$ cat src/rtl/hazard_pkg.sv
// rtl/hazard_pkg.sv - shared state encodings and hazard helpers for the pipeline hazard controller
package hazard_pkg;

    typedef enum logic [1:0] {
        ST_RUN      = 2'd0,
        ST_MEM_WAIT = 2'd1,
        ST_ERR      = 2'd2
    } hazard_state_t;

    localparam logic [4:0] REG_X0 = 5'd0;

    // A load into x0 never creates a real dependency, so it must not stall.
    function automatic logic load_use_hazard(
        input logic       memread,
        input logic [4:0] rd,
        input logic [4:0] rs1,
        input logic [4:0] rs2,
        input logic       uses_rs2
    );
        return memread && (rd != REG_X0) && ((rd == rs1) || (uses_rs2 && (rd == rs2)));
    endfunction

endpackage

$ cat src/rtl/sat_counter.sv
// rtl/sat_counter.sv - saturating up-counter with synchronous clear
module sat_counter #(
    parameter int CNT_WIDTH = 32
) (
    input  logic                 clk,
    input  logic                 rst_n,
    input  logic                 inc,
    input  logic                 clr,
    output logic [CNT_WIDTH-1:0] q
);

    always_ff @(posedge clk or negedge rst_n) begin
        if (!rst_n) begin
            q <= '0;
        end else if (clr) begin
            q <= '0;
        end else if (inc && (q != {CNT_WIDTH{1'b1}})) begin
            q <= q + 1'b1;
        end
    end

endmodule

$ cat src/rtl/hazard_controller.sv
// rtl/hazard_controller.sv - load-use stall, branch flush and data-memory wait sequencing for the 5-stage core
module hazard_controller
    import hazard_pkg::*;
#(
    parameter int CNT_WIDTH   = 32,
    parameter int MEM_TIMEOUT = 16
) (
    input  logic                 in_clk,
    input  logic                 in_rst_n,
    input  logic [4:0]           in_ifid_rs1,
    input  logic [4:0]           in_ifid_rs2,
    input  logic                 in_ifid_uses_rs2,
    input  logic                 in_idex_memread,
    input  logic [4:0]           in_idex_rd,
    input  logic                 in_ex_taken,
    input  logic                 in_dmem_req,
    input  logic                 in_dmem_ready,
    input  logic                 in_perf_clear,
    output logic                 out_pc_write,
    output logic                 out_ifid_write,
    output logic                 out_ifid_flush,
    output logic                 out_idex_flush,
    output logic                 out_pipe_hold,
    output logic                 out_memwb_bubble,
    output logic                 out_err,
    output logic [1:0]           out_state,
    output logic [CNT_WIDTH-1:0] out_stall_cnt,
    output logic [CNT_WIDTH-1:0] out_flush_cnt
);

    localparam int TW = $clog2(MEM_TIMEOUT + 1);

    hazard_state_t state_q, state_d;
    logic [TW-1:0] tcnt_q, tcnt_d;
    logic          load_use;
    logic          mem_stall;
    logic          stall_inc;
    logic          flush_inc;

    assign load_use  = load_use_hazard(in_idex_memread, in_idex_rd, in_ifid_rs1,
                                       in_ifid_rs2, in_ifid_uses_rs2);
    assign mem_stall = in_dmem_req && !in_dmem_ready;

    always_ff @(posedge in_clk or negedge in_rst_n) begin
        if (!in_rst_n) begin
            state_q <= ST_RUN;
            tcnt_q  <= '0;
        end else begin
            state_q <= state_d;
            tcnt_q  <= tcnt_d;
        end
    end

    // tcnt holds the number of MEM_WAIT cycles already spent, including the current one.
    always_comb begin
        state_d = state_q;
        tcnt_d  = tcnt_q;
        case (state_q)
            ST_RUN: begin
                if (mem_stall) begin
                    state_d = ST_MEM_WAIT;
                    tcnt_d  = TW'(1);
                end
            end
            ST_MEM_WAIT: begin
                if (in_dmem_ready) begin
                    state_d = ST_RUN;
                end else if (tcnt_q == TW'(MEM_TIMEOUT)) begin
                    state_d = ST_ERR;
                end else begin
                    tcnt_d = tcnt_q + 1'b1;
                end
            end
            ST_ERR:  state_d = ST_ERR;
            default: state_d = ST_RUN;
        endcase
    end

    always_comb begin
        out_pc_write     = 1'b1;
        out_ifid_write   = 1'b1;
        out_ifid_flush   = 1'b0;
        out_idex_flush   = 1'b0;
        out_pipe_hold    = 1'b0;
        out_memwb_bubble = 1'b0;
        if ((state_q == ST_RUN && mem_stall) || (state_q == ST_MEM_WAIT && !in_dmem_ready) ||
            state_q == ST_ERR || state_q > ST_ERR) begin
            out_pc_write     = 1'b0;
            out_ifid_write   = 1'b0;
            out_pipe_hold    = 1'b1;
            out_memwb_bubble = 1'b1;
        end else if (in_ex_taken) begin
            out_ifid_flush = 1'b1;
            out_idex_flush = 1'b1;
        end else if (load_use) begin
            out_pc_write   = 1'b0;
            out_ifid_write = 1'b0;
            out_idex_flush = 1'b1;
        end
    end

    assign out_err   = (state_q == ST_ERR);
    assign out_state = state_q;
    assign stall_inc = !out_pc_write && (state_q == ST_RUN || state_q == ST_MEM_WAIT);
    assign flush_inc = out_ifid_flush;

    sat_counter #(.CNT_WIDTH(CNT_WIDTH)) u_stall_cnt (
        .clk   (in_clk),
        .rst_n (in_rst_n),
        .inc   (stall_inc),
        .clr   (in_perf_clear),
        .q     (out_stall_cnt)
    );

    sat_counter #(.CNT_WIDTH(CNT_WIDTH)) u_flush_cnt (
        .clk   (in_clk),
        .rst_n (in_rst_n),
        .inc   (flush_inc),
        .clr   (in_perf_clear),
        .q     (out_flush_cnt)
    );

endmodule

$ cat config.mk
export PLATFORM = sky130hd
export DESIGN_NAME = hazard_controller
export DESIGN_NICKNAME = d
export VERILOG_FILES = /design/src/rtl/hazard_pkg.sv /design/src/rtl/sat_counter.sv /design/src/rtl/hazard_controller.sv
export SDC_FILE = /design/constraint.sdc
export NUM_CORES = 1
export LEC_CHECK = 0
export BUFFER_PORTS_ARGS = -buffer_cell sky130_fd_sc_hd__buf_2
export CAP_MARGIN = 5
export CORE_MARGIN = 2
export CORE_UTILIZATION = 32
export CTS_BUF_LIST = sky130_fd_sc_hd__clkbuf_8
export DETAILED_ROUTE_END_ITERATION = 8
export GPL_TIMING_DRIVEN = 0
export PLACE_DENSITY = 0.61
export SLEW_MARGIN = 10
export SYNTH_ARGS = -nofsm -noshare
export SYNTH_HDL_FRONTEND = slang
export SYNTH_HIERARCHICAL = 1
export SYNTH_SLANG_ARGS = --single-unit
$ cat constraint.sdc
create_clock -name in_clk -period 3.25 [get_ports in_clk]
set_input_delay 0.325 -clock in_clk [delete_from_list [all_inputs] [get_ports in_clk]]
set_output_delay 0.325 -clock in_clk [all_outputs]
set_load 0.01 [all_outputs]
# == Word level (Yosys, flattened, before mapping) ==
# Cells that the tools add are included.
# totals
reg_bits,71
latchBits,0
ram_bits,0
romBits,0
in_bits,23
out_inout_bits,73
wordCells,63
memories,0
# op_classes
n_addsub,3
n_mul,0
div_mod_pow,0
magnitude_cmp,1
n_eq_ne,11
shift,0
muxes,21
bitwise,0
n_reduce_logical,23
# op_table
operator,n
$mux 32,4
$add 32x1->32 const B,2
$ne 32x32->1 const B,2
$mux 5,3
$eq 5x5->1,2
$pmux 5 s2,1
$logic_and 1x1->1,9
$mux 1,9
$mux 2,3
$ne 2x2->1 const B,3
$pmux 2 s3,1
$reduce_bool 2->1,3
$add 5x1->5 const B,1
$eq 5x5->1 const B,1
$logic_or 1x1->1,5
$reduce_bool 5->1,1
$reduce_and 4->1,1
$ne 3x3->1 const B,1
$eq 2x1->1 const B,1
$eq 2x2->1 const B,1
$gt 2x2->1 const B,1
$logic_not 1->1,2
$logic_not 2->1,1
$reduce_and 2->1,1

# == Longest topological paths before layout ==
# Gate-level depths: netlist of run 1.
# depth
ltp_word,12
depth_mapped,11
mapped_depth_nobuf,9

# == By module ==
# The synthesis of run 1 kept the hierarchy.
# by_module_without_submodules
mod,instances,cells_per_inst,area_each_um2,seq_area_each_um2
sat_counter,2,198,1854.3,800.8
hazard_controller,1,65,579.3,175.2

# == Worst setup path after synthesis of run 1 ==
# No wires, ideal clock.
# synth_path
path_type,in2reg
start,in in_idex_rd[4]
end,reg u_stall_cnt.q[31]
setup_ns,0.125
arrival_ns,2.547
t_required_ns,3.125
slack_ns,0.578
path_stages,10
path_cell_list,xor2_1 > nor4_2 > a32oi_1 > o41ai_2 > and3_1 > nand4_1 > a21o_1 > buf_2 > nor4_1 > mux2_2
# synth_via
elab_chain_cells,11
elab_cells_between_ends,14
cone_classes,eq/ne (2); mux (3); reduce/logical (9)
# synth_lines
element,line,source
from (decl),hazard_controller.sv:14,"input logic [4:0] in_idex_rd,"
$eq 5x5->1,hazard_pkg.sv:20,return memread && (rd != REG_X0) && ((rd == rs1) || (uses_rs2 && (rd == rs2)));
$logic_and 1x1->1,hazard_pkg.sv:20,
$logic_or 1x1->1,hazard_pkg.sv:20,
$logic_and 1x1->1 (*),hazard_pkg.sv:20,
$mux 1 (*),hazard_controller.sv:95,end else if (load_use) begin
$mux 1 (*),hazard_controller.sv:92,end else if (in_ex_taken) begin
$mux 1 (*),hazard_controller.sv:86,if ((state_q == ST_RUN && mem_stall) || (state_q == ST_MEM_WAIT && !in_dmem_ready) ||
$logic_not 1->1 (*),hazard_controller.sv:104,assign stall_inc = !out_pc_write && (state_q == ST_RUN || state_q == ST_MEM_WAIT);
$logic_and 1x1->1 (*),hazard_controller.sv:104,
net stall_inc,hazard_controller.sv:37,logic stall_inc;
$logic_and 1x1->1 (*),sat_counter.sv:17,end else if (inc && (q != {CNT_WIDTH{1'b1}})) begin
$reduce_bool 2->1 (no line) (*),n/a,
to (signal assigned),sat_counter.sv:18,q <= q + 1'b1;
to (decl),sat_counter.sv:9,output logic [CNT_WIDTH-1:0] q
# Mark *: on every way through the listed nets, which the timed path passes. The rest lies on a longest branch.
# A chain may end at the register's enable or synchronous reset.

# == Worst setup path after layout of run 1 ==
# layout_path
start,in in_idex_rd[4]
end,reg u_stall_cnt.q[29]
# Same word-level chain as after synthesis.

==> qor.yml, run 1 <==
status:
  status: "finished clean"
placement:
  place_ws_ns: 0.0345
  place_hpwl_um: 8310
  routabilityCongestion: 0.851
  port_buffers: 95
worst_setup_path:
  crit_path_max_incr_delay_ns: 0.53
  path_class: "input pin to flip-flop"
  crit_chain: "buf_2, xor2_1, nor4_2, a32oi_1, o41ai_2, and3_1, nand4_1, a21o_1, buf_2, nor4_1, mux2_2"
  crit_start: "in_idex_rd[4]"
  crit_path_max_fanout: 10
  cp.required_ns: 3.50
  slowest_stage: "o41ai_2"
  rr_startpoint: "out_state[0]$_DFFE_PN0P_"
  r2r_cells: 10
  r2r_end: "u_flush_cnt/q[31]$_DFFE_PN0P_"
  endpoint: "u_stall_cnt/q[29]$_DFFE_PN0P_"
  r2r_slack_ns: 0.54
  cp_common_cell: "buf_2"
  arrival_ns: 3.06
  critPathCaptureType: "flip-flop"
  critPathLaunchType: "input pin"
die:
  core_area_mm2: 0.0131
  die_h_um: 120
  fp-row-count: 42
  die-area_mm2: 0.0143
  start_util_pct: 32.6
  die_w_um: 120
  io_pins: 96
synth:
  syn-num-nets: 488
  syn_inst: 461
  synth_area_per_cell_um2: 9.30
  synth_area_leaders: "dfrtp_1, nor2_1, xnor2_1"
  synth-main-ff-cell: "dfrtp_1"
  yosys.area.top_type: "dfrtp_1"
  synth_top_area_share_pct: 41.4
  ys_ff_latch: 71
  synth_edf_count: 0
  async_flop_share_pct: 100
  yosysWarnings: 6
  ys_types: 52
  syn_area_mm2: 0.00429
  synth_seq_area_share_pct: 41.4
cts:
  cts_setup_buffers: 0
  clock_latency_ns: 0.37
  cts.sink_count: 71
  cts_max_path_buffers: 2
  cts_tree: "built"
  cts_resized: 0
  cts_root_buf: "clkbuf_8"
  clk_pin_slew_ns: 0.07
  numCtsBuffers: 9
  cts_htree_levels: 3
sta:
  finalCritPeriodShare_pct: 86.6
  layout_setup_ws_ns: 0.436
  drv_slew: 0
  min_period_ns: 2.81
  slew_headroom_pct: 55.1
  hold_viol_final: 0
  setup_viol: 0
  tightest_slew_ns: 0.668
  max_freq_ghz: 0.355
  clock_skew_ns: 0.00988
  fin_setup_tns_ns: 0
  rsz0062_at_grt: "false"
global_route:
  grt_pass1_vias: 3813
  grt_usage_pct: 16.4
  antenna_found_initial: 0
  grt-ovfl-total: 0
  grt_max_degree: 56
  grt_pass1_wl_um: 18800
finish:
  fillers: 1361
  syn_to_final_growth_pct: 22.4
  drive_above_1_share_pct: 27.0
  final_nets: 596
  diodes: 0
min_path:
  hold_depth: 4
  hp-class: "input pin to flip-flop"
drt:
  num_vias: 3845
  drt_iter0_drc: 193
  drc_errors: 0
  ant_nets: 0
  wire_per_inst_um: 15.0
  drt_first_pass_iters: 4
  viasPerCell: 5.13
  drt_wl_total_um: 11200
power:
  max-vdd-ir-drop_v: 0.000200
  p_leak_nw: 2.38
  p_per_area_mw_per_mm2: 338
job:
  drv_cap: 0
[where the power goes]
group          internal (mW)        switching (mW)
clock network          0.468                 0.341
registers              0.883  0.000000000000000218
logic                 0.0275                0.0548
[worst min path at each step]
stage | from | end | slack [ns]
final | in_dmem_ready | out_state[1]$_DFFE_PN0P_ | 0.29
after global routing | in_dmem_ready | out_state[1]$_DFFE_PN0P_ | 0.31
after CTS | in_dmem_ready | out_state[1]$_DFFE_PN0P_ | 0.26
after detailed placement | in_rst_n | u_flush_cnt/q[11]$_DFFE_PN0P_ | 0.23
after global placement | tcnt_q[0]$_DFFE_PN0P_ | tcnt_q[0]$_DFFE_PN0P_ | 0.51
after floorplan | in_rst_n | out_state[0]$_DFFE_PN0P_ | 0.03
[cells by family (layout without fill, tap and decap cells)]
kind of cell	after synthesis	in the layout	synth area share (%)
flip-flops	71	71	41.4
buffers and inverters	38	151	3.79
AO/OA/AOI/OAI	80	80	13.4
AND/OR/NAND/NOR	218	218	29.1
XOR/XNOR	36	36	7.35
adder cells (fa/ha/maj)	4	4	1.17
multiplexers	14	14	3.79
[synth_stat cells, types with 5 or more instances]
| cell | count |
|---|---|
| a211oi_1 | 10 |
| a21o_1 | 6 |
| a21oi_1 | 26 |
| and2_1 | 6 |
| and3_1 | 15 |
| clkbuf_1 | 8 |
| dfrtp_1 | 71 |
| inv_1 | 22 |
| mux2_2 | 10 |
| nand2_1 | 25 |
| nand3_1 | 26 |
| nand4_1 | 12 |
| nor2_1 | 58 |
| nor2b_1 | 12 |
| nor3_1 | 9 |
| nor4_1 | 8 |
| nor4_2 | 5 |
| o21ai_0 | 11 |
| o31ai_1 | 7 |
| or3_1 | 13 |
| or4_1 | 7 |
| xnor2_1 | 21 |
| xor2_1 | 15 |
[through the flow]
stage | util (%) | instance area, um^2 | total power, mW | cells | hold WS, ns
detailed placement | 38.2 | 5010 | 0.984 | 733 | 0.227
CTS | 39.9 | 5250 | 1.81 | 750 | 0.262
finish | 39.9 | 5250 | 1.77 | 750 | 0.287
global placement | 37.9 | 4980 | 0.977 | 732 | 0.511
floorplan | - | 4290 | 0.931 | 461 | 0.0294
global route | 39.9 | 5250 | 1.86 | 750 | 0.305
[cell type report]
type	count	area [um^2]	area share, %
inverters	22	82.6	1.57
multi-input cells	352	2350	44.8
repair buffers	97	515	9.82
well taps	176	220	4.20
clock buffers	11	151	2.89
flip-flops and latches	71	1780	33.9
clock inverters	5	72.6	1.38
plain buffers	16	80.1	1.53
[critical path: cells and delay by family]
family | cells | cell delay, ns
XOR/XNOR | 1 | 0.16
buffers and inverters | 2 | 0.30
AND/OR/NAND/NOR | 4 | 1.02
AO/OA/AOI/OAI | 3 | 0.88
multiplexers | 1 | 0.37
[layout by cell type, fill, tap and decap left out, types with 12 or more instances in the layout]
master,count
buf_2,98
nand4_1,12
nand2_1,25
inv_1,24
xnor2_1,21
xor2_1,15
or3_1,13
nand3_1,26
and3_1,15
dfrtp_1,71
nor2_1,58
nor2b_1,12
a21oi_1,26
[per-layer routing]
layer / GRT usage (%) / part of all wire [%]
met2: 27.7 / 49
met1: 19.7 / 44
met4: 5.66 / 1.5
met3: 5.13 / 5.0
met5: 0 / 0
[registers in the layout, indices dropped and copies added, names as in the netlist]
signal,cells
out_state,2
tcnt_q,5
u_flush_cnt/q,32
u_stall_cnt/q,32
[repair_timing]
item | 4_1_cts | 5_1_grt
hold endpoints to repair | 16 | 0
hold buffers | 1 | 0
setup endpoints to repair | 0 | 0
No activity file was read; power rests on OpenSTA's default activity.
==> inputs of run 2 (changes only) <==
--- a/config.mk
+++ b/config.mk
@@ -16,5 +16,4 @@
 export SLEW_MARGIN = 10
 export SYNTH_ARGS = -nofsm -noshare
 export SYNTH_HDL_FRONTEND = slang
-export SYNTH_HIERARCHICAL = 1
 export SYNTH_SLANG_ARGS = --single-unit
==> run 2 against run 1 <==
- clock power decreased by 0.7%
- setup slack improved by 0.20 ns
- sequential power increased by 5.1%
- fmax increased by 7.5%
- utilization increased by 0.26 points
- cell area decreased by 3.3%
- non-clock buffer count increased by 6
- register-to-register slack improved by 0.09 ns
- hold slack got worse by 0.016 ns
- clock-buffer cell count decreased by 2
- combinational power increased by 120%
- cell count decreased by 2.0%
- largest cell class unchanged
- largest power group unchanged
==> qor.yml, run 2 <==
status:
  status: "finished clean"
global_route:
  grt_pass1_vias: 3816  # +0.079%
  grt_usage_pct: 16.7  # +0.38 points
  grt_max_degree: 52  # -7.1%
  grt_pass1_wl_um: 18900  # +0.51%
  antenna_found_initial: 0  # unchanged
  grt-ovfl-total: 0  # unchanged
finish:
  layout_common_cells: "buf_2, dfrtp_1, nor2_1, nand2_1"
  syn_to_final_growth_pct: 23.0
  drive_above_1_share_pct: 24.5  # -2.5 points
  diodes: 0  # unchanged
  reg_top3: "u_flush_cnt.q: 32 flops, u_stall_cnt.q: 32 flops, tcnt_q: 5 flops"
  final_core_util_pct: 40.2  # +0.26 points
  final_common_cell: "buf_2"
  final_nets: 585  # -1.8%
drt:
  drc_errors: 0  # unchanged
  num_vias: 3842  # -0.078%
  drt_iter0_drc: 299  # +55%
  drt_first_pass_iters: 5  # +1
  drt_wl_total_um: 11200  # about the same
  wire_per_inst_um: 15.3  # +2.0%
  viasPerCell: 5.23  # +2.0%
  ant_nets: 0  # unchanged
sta:
  max_freq_ghz: 0.382  # +7.5%
  slew_headroom_pct: 48.2  # -6.9 points
  rsz0062_at_grt: "false"
  hold_viol_final: 0  # unchanged
  hold_slack_ns: 0.270  # -0.0163 ns
  setup_viol: 0  # unchanged
  clock_skew_ns: 0.00932  # -0.000558 ns
  drv_slew: 0  # unchanged
  fin_setup_tns_ns: 0  # unchanged
  tightest_slew_ns: 0.771  # +0.103 ns
  finalCritPeriodShare_pct: 80.5  # -6.1 points
  min_period_ns: 2.62  # -0.197 ns
cts:
  cts_max_path_buffers: 2  # unchanged
  cts_htree_levels: 3  # unchanged
  clk_pin_slew_ns: 0.08  # about the same
  cts_setup_buffers: 0  # unchanged
  cts_tree: "built"
  cts.sink_count: 71  # unchanged
  numCtsBuffers: 9  # unchanged
  cts_root_buf: "clkbuf_8"
  clock_latency_ns: 0.37  # about the same
synth:
  ys_types: 46  # -12%
  synth_top_area_share_pct: 43.1  # +1.6 points
  yosys.area.top_type: "dfrtp_1"
  syn_area_mm2: 0.00413  # -3.8%
  yosysMostFrequentCell: "dfrtp_1"
  syn_inst: 451  # -2.2%
  async_flop_share_pct: 100  # unchanged
  synth_edf_count: 0  # unchanged
  synth_area_per_cell_um2: 9.15  # -1.6%
  synth_seq_area_share_pct: 43.1  # +1.6 points
  ys_ff_latch: 71  # unchanged
  synth_area_leaders: "dfrtp_1, nor2_1, xnor2_1"
  synth_common_cells: "dfrtp_1, nor2_1, nand2_1, a21oi_1, xnor2_1"
  syn-num-nets: 478  # -2.0%
  yosysWarnings: 0  # -6
  synth-main-ff-cell: "dfrtp_1"
power:
  p_leak_nw: 2.18  # -8.1%
  switchingPower_uw: 507  # +28%
  p_clk_share_pct: 42.0  # -3.6 points
  comb_power_share_pct: 9.4  # +4.8 points
  max-vdd-ir-drop_v: 0.000261  # +31%
  p_per_area_mw_per_mm2: 376  # +11%
  intPower_mw: 1.40  # +1.9%
  p_sw_share_pct: 26.5  # +4.2 points
  pwr-share-seq_pct: 48.6  # -1.2 points
worst_setup_path:
  r2r_slack_ns: 0.63  # +0.09 ns
  path_class: "flip-flop to flip-flop"
  r2r_cells: 7  # -3
  critPathCaptureType: "flip-flop"
  r2r_end: "u_flush_cnt.q[11]$_DFFE_PN0P_"
  critPathLaunchType: "flip-flop"
  rr_startpoint: "u_flush_cnt.q[6]$_DFFE_PN0P_"
  crit_path_max_fanout: 10  # unchanged
  arrival_ns: 2.87  # -0.19 ns
  cp.required_ns: 3.50  # about the same
die:
  die-area_mm2: 0.0138  # -3.6%
  start_util_pct: 32.7  # +0.061 points
  die_w_um: 118  # -1.8%
  io_pins: 96  # unchanged
  fp-row-count: 41  # -2.4%
  core_area_mm2: 0.0126  # -3.9%
  die_h_um: 118  # -1.8%
min_path:
  hp-start: "in_dmem_ready"
  hp-class: "input pin to flip-flop"
  hold_depth: 3  # -1
  min_to: "tcnt_q[2]$_DFFE_PN0P_"
placement:
  routabilityCongestion: 0.803  # -5.6%
  place_hpwl_um: 8130  # -2.1%
  port_buffers: 94  # -1.1%
job:
  drv_cap: 0  # unchanged
[run 2: power groups by stage]
stage,combinational [mW],clock (mW),sequential [mW]
after CTS,0.184,0.828,0.928
after floorplan,0.0980,0,0.941
after global routing,0.203,0.865,0.932
after detailed placement,0.182,0,0.945
after global placement,0.171,0,0.942
final,0.180,0.802,0.928
[run 2: worst max path at each step]
stage | start | endpoint | slack (ns) | cells past startpoint
2_1_floorplan | in_idex_rd[3] | u_stall_cnt.q[5]$_DFFE_PN0P_ | 0.95 | 7
3_3_place_gp | in_idex_rd[1] | u_stall_cnt.q[11]$_DFFE_PN0P_ | 0.53 | 7
3_5_place_dp | in_idex_rd[1] | u_stall_cnt.q[11]$_DFFE_PN0P_ | 0.51 | 7
4_1_cts | u_flush_cnt.q[6]$_DFFE_PN0P_ | u_flush_cnt.q[11]$_DFFE_PN0P_ | 0.63 | 7
5_1_grt | u_flush_cnt.q[6]$_DFFE_PN0P_ | u_flush_cnt.q[11]$_DFFE_PN0P_ | 0.46 | 7
6_report | u_flush_cnt.q[6]$_DFFE_PN0P_ | u_flush_cnt.q[11]$_DFFE_PN0P_ | 0.63 | 7
[run 2: metrics by stage]
stage / area, um^2 / setup WS, ns / instances / power [mW]
finish: 5070 / 0.633 / 735 / 1.91
detailed placement: 4840 / 0.512 / 718 / 1.13
global route: 5070 / 0.462 / 735 / 2.00
CTS: 5070 / 0.635 / 735 / 1.94
global placement: 4810 / 0.529 / 717 / 1.11
floorplan: 4130 / 0.952 / 451 / 1.04
[run 2: worst max-delay path: stages, from the launching register on]
cell     delay, ns
dfrtp_1       0.44
nand4_1       0.18
or3_1         0.46
nor4_2        0.73
buf_2         0.35
nor3_1        0.09
xnor2_1       0.20
nor2_1        0.05
[run 2: metal layers]
layer	vias to the layer above	global-route usage, %	routed length (um)
met5	-	0	0
met4	0	6.02	198
met3	17	4.22	501
met2	102	28.5	5540
met1	1873	20.6	4990
li1	1850	-	-
[run 2: final cells by class]
class | instances | area [um^2]
Multi-Input combinational cell | 348 | 2210
Clock buffer | 9 | 124
Clock inverter | 7 | 97.6
Buffer | 23 | 110
Inverter | 9 | 33.8
Sequential cell | 71 | 1780
Timing Repair Buffer | 96 | 510
Fill cell | 1302 | 7550
Tap cell | 172 | 215
[run 2: what timing repair did]
action	CTS	global route
hold buffers	1	0
hold endpoints to repair	20	0
resized for setup	0	0
[run 2: kinds of logic (layout without fill, tap and decap cells)]
family,Yosys count,in the layout,synth area share [%]
DFF,71,71,43.1
xor gates and xnor gates,41,41,8.70
buffers and inverters,32,144,3.49
and+or+nand+nor,235,235,31.9
muxes,11,11,2.94
adders and majority gates,4,4,1.21
AOI/OAI and AO/OA,57,57,8.67
==> inputs of run 3 (changes only) <==
--- a/config.mk
+++ b/config.mk
@@ -12,7 +12,7 @@
 export CTS_BUF_LIST = sky130_fd_sc_hd__clkbuf_8
 export DETAILED_ROUTE_END_ITERATION = 8
 export GPL_TIMING_DRIVEN = 0
-export PLACE_DENSITY = 0.61
+export PLACE_DENSITY = 0.63
 export SLEW_MARGIN = 10
 export SYNTH_ARGS = -nofsm -noshare
 export SYNTH_HDL_FRONTEND = slang
==> constraint.sdc (replaced) <==
create_clock -name in_clk -period 2.15 [get_ports in_clk]
set_input_delay 0.215 -clock in_clk [delete_from_list [all_inputs] [get_ports in_clk]]
set_output_delay 0.215 -clock in_clk [all_outputs]
set_load 0.01 [all_outputs]
==> run 3 against run 2 <==
- the flow now finishes with violations (setup timing)
- utilization grew 7.0 points
- non-clock buffer count increased by 41
- sequential power increased by 51%
- first-iteration DRC count decreased by 32%
- hold slack got worse by 0.11 ns
- cell area is 17% higher
- critical path depth is the same
- clock skew is essentially flat
- fmax rose by 17%
- critical endpoint is now u_stall_cnt.q[27]$_DFFE_PN0P_
- cell count is 5.6% higher
==> qor.yml, run 3 (synthesis results as in run 2) <==
status:
  status: "finished with violations"
  violations: "setup timing"
global_route:
  grt_pass1_wl_um: 19400  # +2.9%
  grt-ovfl-total: 0  # unchanged
  antenna_found_initial: 0  # unchanged
  grt_pass1_vias: 3874  # +1.5%
  grt_max_degree: 49  # -5.8%
  grt_usage_pct: 17.2  # +0.41 points
cts:
  cts.sink_count: 71  # unchanged
  cts_max_path_buffers: 2  # unchanged
  clock_latency_ns: 0.37  # about the same
  cts_root_buf: "clkbuf_8"
  cts_tree: "built"
  cts_htree_levels: 3  # unchanged
  clk_pin_slew_ns: 0.07  # about the same
  numCtsBuffers: 9  # unchanged
power:
  intPower_mw: 2.38  # +70%
  p_per_area_mw_per_mm2: 531  # +41%
  comb_power_share_pct: 10.6  # +1.2 points
  pwr-share-seq_pct: 44.3  # -4.3 points
  max-vdd-ir-drop_v: 0.000270  # +3.7%
  p_sw_share_pct: 24.6  # -1.9 points
  switchingPower_uw: 779  # +54%
  p_clk_share_pct: 45.2  # +3.2 points
  p_leak_nw: 2.56  # +17%
min_path:
  hp-class: "input pin to flip-flop"
  hold_depth: 3  # unchanged
sta:
  clock_skew_ns: 0.00905  # -0.000275 ns
  rsz0062_at_grt: "true"
  slew_headroom_pct: 56.8  # +8.6 points
  hold_viol_final: 0  # unchanged
  finalCritPeriodShare_pct: 104  # +23 points
  tightest_slew_ns: 0.639  # -0.132 ns
  layout_setup_ws_ns: -0.0820  # -0.715 ns
  setup_viol: 13  # +13
  fin_setup_tns_ns: -0.568  # -0.568 ns
  max_freq_ghz: 0.448  # +17%
  min_period_ns: 2.23  # -0.385 ns
  drv_slew: 0  # unchanged
drt:
  drt_wl_total_um: 12500  # +11%
  drt_first_pass_iters: 4  # -1
  drt_iter0_drc: 203  # -32%
  drc_errors: 0  # unchanged
  ant_nets: 0  # unchanged
  viasPerCell: 5.26  # +0.53%
  wire_per_inst_um: 16.1  # +5.2%
  num_vias: 4078  # +6.1%
finish:
  final_common_cell: "buf_2"
  drive_above_1_share_pct: 42.9  # +18 points
  reg_top3: "u_flush_cnt.q: 32 flops, u_stall_cnt.q: 32 flops, tcnt_q: 5 flops"
  design_area_mm2: 0.00596  # +17%
  final_nets: 626  # +7.0%
  layout_common_cells: "buf_2, dfrtp_1, nor2_1, buf_4, xnor2_1"
  diodes: 0  # unchanged
  syn_to_final_growth_pct: 44.4
  final_cells: 776  # +5.6%
worst_setup_path:
  critPathCaptureType: "flip-flop"
  r2r_slack_ns: -0.08  # -0.71 ns
  path_class: "flip-flop to flip-flop"
  r2r_cells: 7  # unchanged
  cp.required_ns: 2.40  # -1.10 ns
  crit_path_max_fanout: 5  # -5
  critPathLaunchType: "flip-flop"
  arrival_ns: 2.48  # -0.39 ns
die:
  die-area_mm2: 0.0138  # unchanged
  fp-row-count: 41  # unchanged
  die_w_um: 118  # unchanged
  io_pins: 96  # unchanged
  die_h_um: 118  # unchanged
  core_area_mm2: 0.0126  # unchanged
  start_util_pct: 32.7  # unchanged
placement:
  place_ws_ns: -0.422  # -0.934 ns
  routabilityCongestion: 0.793  # -1.2%
  dp_cells: 718  # unchanged
  placed_area_mm2: 0.00490  # +1.1%
  port_buffers: 94  # unchanged
  place_hpwl_um: 8210  # +0.95%
job:
  drv_cap: 0  # unchanged
-- run 3: cell count changes in the layout (fill, tap and decap cells not counted), moves of 7 or more --
cell | before | now
o31ai_1 | 9 | 2
nor4_1 | 8 | 1
dfrtp_1 | 71 | 61
buf_4 | 4 | 41
or4_4 | 1 | 9
dfrtp_2 | 0 | 10
nor3_2 | 0 | 8
nor3_1 | 21 | 11
or4_1 | 12 | 4
-- run 3: per-stage QoR --
step	hold WS (ns)	power (mW)	utilization, %
3_5_place_dp	0.142	1.71	38.8
4_1_cts	0.152	3.14	43.0
3_3_place_gp	0.520	1.69	38.6
5_1_grt	0.167	3.28	47.2
2_1_floorplan	-0.0806	1.58	-
6_report	0.162	3.16	47.2
-- run 3: worst paths after layout --
check,startpoint,to
setup / recovery,u_stall_cnt.q[10]$_DFFE_PN0P_,u_stall_cnt.q[27]$_DFFE_PN0P_
hold / removal,in_dmem_ready,tcnt_q[3]$_DFFE_PN0P_
setup reg to reg,u_stall_cnt.q[10]$_DFFE_PN0P_,u_stall_cnt.q[27]$_DFFE_PN0P_
hold reg to reg,tcnt_q[4]$_DFFE_PN0P_,tcnt_q[4]$_DFFE_PN0P_
max in group asynchronous,in_rst_n,u_stall_cnt.q[17]$_DFFE_PN0P_
min in group asynchronous,in_rst_n,u_flush_cnt.q[28]$_DFFE_PN0P_
-- run 3: metal layers --
metal	track usage, %	vias up	part of all wire [%]
met1	20.7	2033	42
met5	0	-	0
li1	-	1934	-
met3	4.51	17	5.0
met4	4.67	0	1.3
met2	30.2	94	52
-- run 3: cell type report --
| cell class | count | area (um^2) |
|---|---|---|
| Fill cell | 1192 | 6660 |
| Multi-Input combinational cell | 348 | 2610 |
| Sequential cell | 71 | 1790 |
| Timing Repair Buffer | 140 | 898 |
| Tap cell | 172 | 215 |
| Buffer | 20 | 148 |
| Clock inverter | 7 | 136 |
| Clock buffer | 9 | 124 |
| Inverter | 9 | 33.8 |
-- run 3: critical path: stages (launching register included) --
cell,delay (ns)
dfrtp_1,0.39
nand4_1,0.16
or4_4,0.61
or3_4,0.38
nand3b_1,0.14
buf_6,0.14
nor3b_2,0.05
mux2_2,0.26
-- run 3: power groups by stage --
| stage | Combinational (mW) | Sequential [mW] | Clock, mW |
|---|---|---|---|
| floorplan | 0.152 | 1.42 | 0 |
| detailed placement | 0.280 | 1.43 | 0 |
| finish | 0.334 | 1.40 | 1.43 |
| global route | 0.368 | 1.41 | 1.50 |
| CTS | 0.295 | 1.40 | 1.44 |
| global placement | 0.264 | 1.42 | 0 |
-- run 3: timing repair --
action                                  CTS  global route
resized for setup                        27            84
cloned                                    0             1
buffers inserted                         20            24
hold buffers                              1             0
pin swaps                                16            23
endpoints found under the setup margin   55            59
endpoints found under the hold margin    23             0
